--- src/rtl/enc_pwm_mixer.sv ---
// Quadrature encoder to PWM mixer: per-channel debounced detent counters driving a shared-counter PWM.
// Optional macro ENC_SATURATE_EN clamps the counters at 0 and full scale instead of wrapping.
module enc_pwm_mixer #(
    parameter int CHANNELS = 3,
    parameter int WIDTH    = 8,
    parameter int DEBOUNCE = 4,
    parameter int STEP     = 1,
    localparam int SEL_W   = (CHANNELS > 1) ? $clog2(CHANNELS) : 1
) (
    input  logic                clk,
    input  logic                rst_n,
    input  logic                ena,
    input  logic [CHANNELS-1:0] enc_a,
    input  logic [CHANNELS-1:0] enc_b,
    input  logic [SEL_W-1:0]    debug_sel,
    output logic [CHANNELS-1:0] pwm_out,
    output logic [WIDTH-1:0]    debug_value
);

    // Bits [CHANNELS-1:0] carry A, bits [2*CHANNELS-1:CHANNELS] carry B.
    localparam int              NB      = 2 * CHANNELS;
    localparam logic [7:0]      DB_LAST = 8'(DEBOUNCE - 1);
    localparam logic [WIDTH-1:0] STEP_V = WIDTH'(STEP);
    localparam logic [WIDTH-1:0] MAX_V  = '1;

    logic [NB-1:0]       sync1_q, sync1_d;
    logic [NB-1:0]       sync2_q, sync2_d;
    logic [NB-1:0]       level_q, level_d;
    logic [7:0]          db_cnt_q [NB];
    logic [7:0]          db_cnt_d [NB];
    logic [CHANNELS-1:0] a_prev_q, a_prev_d;
    logic [WIDTH-1:0]    value_q [CHANNELS];
    logic [WIDTH-1:0]    value_d [CHANNELS];
    logic [WIDTH-1:0]    pwm_cnt_q, pwm_cnt_d;
    logic [CHANNELS-1:0] pwm_out_q, pwm_out_d;
    logic [WIDTH-1:0]    debug_q, debug_d;

    function automatic logic [WIDTH-1:0] step_up(input logic [WIDTH-1:0] v);
`ifdef ENC_SATURATE_EN
        logic [WIDTH:0] s;
        s = {1'b0, v} + {1'b0, STEP_V};
        return s[WIDTH] ? MAX_V : s[WIDTH-1:0];
`else
        return v + STEP_V;
`endif
    endfunction

    function automatic logic [WIDTH-1:0] step_dn(input logic [WIDTH-1:0] v);
`ifdef ENC_SATURATE_EN
        return (v < STEP_V) ? '0 : v - STEP_V;
`else
        return v - STEP_V;
`endif
    endfunction

    always_comb begin
        sync1_d  = sync1_q;
        sync2_d  = sync2_q;
        level_d  = level_q;
        db_cnt_d = db_cnt_q;
        if (ena) begin
            sync1_d = {enc_b, enc_a};
            sync2_d = sync1_q;
            for (int i = 0; i < NB; i++) begin
                if (sync2_q[i] == level_q[i]) begin
                    db_cnt_d[i] = 8'd0;
                end else if (db_cnt_q[i] == DB_LAST) begin
                    level_d[i]  = ~level_q[i];
                    db_cnt_d[i] = 8'd0;
                end else begin
                    db_cnt_d[i] = db_cnt_q[i] + 8'd1;
                end
            end
        end
    end

    // A rise is taken from the registered debounced level, so the value moves one cycle later.
    always_comb begin
        value_d  = value_q;
        a_prev_d = a_prev_q;
        if (ena) begin
            a_prev_d = level_q[CHANNELS-1:0];
            for (int c = 0; c < CHANNELS; c++) begin
                if (level_q[c] && !a_prev_q[c]) begin
                    value_d[c] = level_q[CHANNELS+c] ? step_dn(value_q[c]) : step_up(value_q[c]);
                end
            end
        end
    end

    always_comb begin
        pwm_cnt_d = pwm_cnt_q;
        pwm_out_d = '0;
        debug_d   = debug_q;
        if (ena) begin
            pwm_cnt_d = pwm_cnt_q + WIDTH'(1);
            debug_d   = '0;
            for (int c = 0; c < CHANNELS; c++) begin
                pwm_out_d[c] = (pwm_cnt_q < value_q[c]);
                if (debug_sel == SEL_W'(c)) begin
                    debug_d = value_q[c];
                end
            end
        end
    end

    always_ff @(posedge clk or negedge rst_n) begin
        if (!rst_n) begin
            sync1_q   <= '0;
            sync2_q   <= '0;
            level_q   <= '0;
            a_prev_q  <= '0;
            pwm_cnt_q <= '0;
            pwm_out_q <= '0;
            debug_q   <= '0;
            for (int i = 0; i < NB; i++) begin
                db_cnt_q[i] <= 8'd0;
            end
            for (int c = 0; c < CHANNELS; c++) begin
                value_q[c] <= '0;
            end
        end else begin
            sync1_q   <= sync1_d;
            sync2_q   <= sync2_d;
            level_q   <= level_d;
            a_prev_q  <= a_prev_d;
            pwm_cnt_q <= pwm_cnt_d;
            pwm_out_q <= pwm_out_d;
            debug_q   <= debug_d;
            for (int i = 0; i < NB; i++) begin
                db_cnt_q[i] <= db_cnt_d[i];
            end
            for (int c = 0; c < CHANNELS; c++) begin
                value_q[c] <= value_d[c];
            end
        end
    end

    assign pwm_out     = pwm_out_q;
    assign debug_value = debug_q;

endmodule

--- config.mk ---
export PLATFORM = sky130hd
export DESIGN_NAME = enc_pwm_mixer
export DESIGN_NICKNAME = d
export VERILOG_FILES = /design/src/rtl/enc_pwm_mixer.sv
export SDC_FILE = /design/constraint.sdc
export NUM_CORES = 1
export LEC_CHECK = 0
export ABC_AREA = 1
export CELL_PAD_IN_SITES_DETAIL_PLACEMENT = 1
export CELL_PAD_IN_SITES_GLOBAL_PLACEMENT = 2
export CORE_ASPECT_RATIO = 0.6
export CORE_MARGIN = 3
export CORE_UTILIZATION = 38
export DETAILED_ROUTE_END_ITERATION = 10
export GPL_TIMING_DRIVEN = 0
export HOLD_SLACK_MARGIN = 0.02
export PLACE_DENSITY = 0.8
export SLEW_MARGIN = 20
export SYNTH_ARGS = -nofsm -noshare
export SYNTH_HDL_FRONTEND = slang
export SYNTH_SLANG_ARGS = --single-unit
export TNS_END_PERCENT = 30
--- constraint.sdc ---
create_clock -name clk -period 1.9 [get_ports clk]
set_clock_uncertainty 0.2 [all_clocks]
set_input_delay 0.38 -clock clk [delete_from_list [all_inputs] [get_ports clk]]
set_output_delay 0.38 -clock clk [all_outputs]
set_load 0.01 [all_outputs]
==> out/summary.txt, run 1 <==
Status = completed
CTS clk-pin slew, worst paths = 0.08 ns
Routed length per placed instance = 17.2 um
Most frequent cells in the layout = nand2_1, dfrtp_1, inv_1
Number of global-route vias before repair = 5,995
Reg2reg path depth = 8
Worst skew pair latency = 0.36 ns
Seq/Total Area, Yosys = 0.414
Internal Power = 6.31 mW
Global-route wire length before repair = 31.2 mm
Hold EP = sync1_q[0]
Warnings, synthesis = 0
Dpl cell area = 0.00729 mm2
# clock sinks = 112
Initial antenna violation count = 0
Pre-antenna DRT Iters = 4
Final setup fails = 0
Switch share = 0.435
Crit path required time = 1.95 ns
CTS Buffer Depth = 2
ANT cells = 0
Mean post-synth cell area = 7.98 um2
Setup CP Type = flop to flop
Clk root buf = clkbuf_16
Routed wire length = 19.5 mm
Pre-CTS setup slack = -0.279 ns
Placer Congestion = 0.801
RR Startpoint = level_q[3]
Min Hold Slack = 0.291 ns
IO Count = 22
GRT Total Usage = 0.205
Minimum clock period = 1.86 ns
Mapped Area = 0.00676 mm2
Max-Cap Viols = 0
HP Class = flop to flop
Number of synthesized flops with an enable pin = 0
Crit Path Max Fanout = 6
Peak supply drop = 0.000565 V
Most Crowded Layer GR = met2
Worst setup SP type = flop
Die X = 178 um
Via count = 5,768
CTS tree = yes
Seq pwr share = 0.348
Yosys reg bits = 112
Slew @ Worst Pin = 0.650 ns
Overall Power = 11.2 mW
Post-route ant nets = 0
Final Max Tran Viols = 0
Layout Nets = 954
Core Region = 0.0173 mm2
P_sw = 4.87 mW
FFs w/ async S/R, synth = 1.00
Leading cell type in the layout, fill and taps excluded = nand2_1
Post-Layout Cell Count = 1,133
CTS buffer count = 9
Reg-to-Reg End = value_q[22]
Clock power share = 0.169
Post-route cell area = 0.00788 mm2
Fill count = 2,089
First-iteration detailed-routing DRC count = 269
H-tree depth = 3
LEAKAGE = 3.84 nW
Yosys cell types = 38
Mapped Nets = 907
Headroom to the max-slew limit = 0.567
HP Start = sync1_q[0]
Critical path endpoint category = flop
DRC errors left = 0
Chip height = 109 um
Detail Placement HPWL = 14.3 mm
Layout cells sized above 1 = 0.122
Crit path DAT = 1.92 ns
Via-to-Cell Ratio = 5.09
Final WS setup = 0.0373 ns
Pwr/cell area = 1420 mW/mm2
Syn Inst Count = 847
Min-Delay Path Depth = 2
Final hold vios = 0
GRT met1 Usage = 0.302
Grt met3 use = 0.0369
Comb pwr share = 0.484
Starting Density = 0.392
Die ar. = 0.0195 mm2
Fmax = 537 MHz
I/O Buffers = 21
Multi-input logic area = 0.00364 mm2
Largest net degree at the start of global routing = 65
Met2 Track Usage GR = 0.320
Num rows = 37
R2R Setup Slk = 0.04 ns
RSZ-0062 raised after global routing = true
Most used DFF post-synth = dfrtp_1
Total gr overflow = 0
Reg area = 0.00281 mm2
Tcrit/Tclk final = 0.980
Layout Area Growth over Synthesis = 16.6%
Cell total after placement = 1,103
-- registers in the layout (all words and copies together) (netlist names) --
register	count
sync1_q	6
value_q	24
db_cnt_q	48
debug_value	8
pwm_out	3
level_q	6
pwm_cnt_q	8
a_prev_q	3
sync2_q	6
-- logic make-up after synthesis --
group	after synthesis	share of synthesized area
buffers and inverters	117	0.0727
and+or+nand+nor	427	0.278
DFF	112	0.414
xor gates and xnor gates	39	0.0549
adders and majority gates	49	0.0940
AOI/OAI and AO/OA	103	0.0862
-- layer usage --
metal  vias up  wire [um]
met5         -          0
met4         0        135
met3        13        683
met2        65       8530
met1      2869      10100
li1       2821          -
-- area by class of cell --
class,count,area share
buffer,16,0.0143
clock buffer,10,0.0290
clock inverter,6,0.00635
inverter,101,0.0481
multi-input combinational,618,0.461
sequential,112,0.356
tap,234,0.0371
timing repair buffer,36,0.0475
-- synthesized netlist by cell type, drive strengths merged, types with 3 or more instances --
cell type | number | share of area
a21oi | 30 | 0.023
and2 | 4 | 0.0037
buf | 15 | 0.016
dfrtp | 112 | 0.41
fa | 3 | 0.0089
ha | 46 | 0.085
inv | 101 | 0.056
nand2 | 239 | 0.13
nand3 | 57 | 0.047
nand3b | 10 | 0.011
nand4 | 12 | 0.011
nor2 | 91 | 0.059
nor3 | 5 | 0.0044
o21a | 5 | 0.0056
o21ai | 45 | 0.033
o22a | 5 | 0.0065
o22ai | 12 | 0.011
or2 | 8 | 0.0074
xnor2 | 13 | 0.017
xor2 | 26 | 0.038
-- worst max-delay path by stage --
stage | startpoint | to | slack (ns) | depth (start not counted)
after floorplan | level_q[4] | value_q[12] | 0.10 | 5
after global placement | rst_n | value_q[22] | -4.45 | 1
after detailed placement | ena | db_cnt_q[40] | -0.28 | 6
after CTS | level_q[3] | value_q[22] | -0.02 | 7
after global routing | level_q[3] | value_q[23] | -0.05 | 9
final | level_q[3] | value_q[22] | 0.04 | 8
-- stage by stage --
step | util | setup TNS, ns
after CTS | 0.441 | -0.0182
final | 0.457 | 0
after floorplan | - | 0
after detailed placement | 0.422 | -13.77
after global placement | 0.421 | -510.80
after global routing | 0.457 | -0.141
-- worst max-delay path, cell delays in order (launching register included) --
cell and delay, ns:
dfrtp_4 0.57, buf_8 0.17, ha_1 0.30, inv_1 0.11, nand2_2 0.08, nand3b_1 0.11
nand3_1 0.07, nand3_1 0.08, nand2_1 0.05
-- what timing repair did --
item                                   CTS  global route
endpoints found under the hold margin   48             0
gates resized for setup                  3            38
hold buffers                             1             0
gates cloned                             0             0
buffers inserted                         3            10
pin swaps                                0            16
setup endpoints to repair               16            15
-- power by group through the flow --
stage	clock (mW)	sequential [mW]	combinational (mW)
floorplan	0	3.67	3.38
global placement	0	3.86	4.33
detailed placement	0	3.91	4.69
CTS	1.94	3.86	4.77
global route	2.03	3.98	6.19
finish	1.89	3.89	5.41
Note: power is estimated with default switching activity, not from simulation.
==> run 2: changes to the inputs <==
- CTS_CLUSTER_SIZE: not set -> 25
- GPL_ROUTABILITY_DRIVEN: not set -> 0
==> results of run 2 <==
Final layout, timing and power as in run 1 (identical DEF).
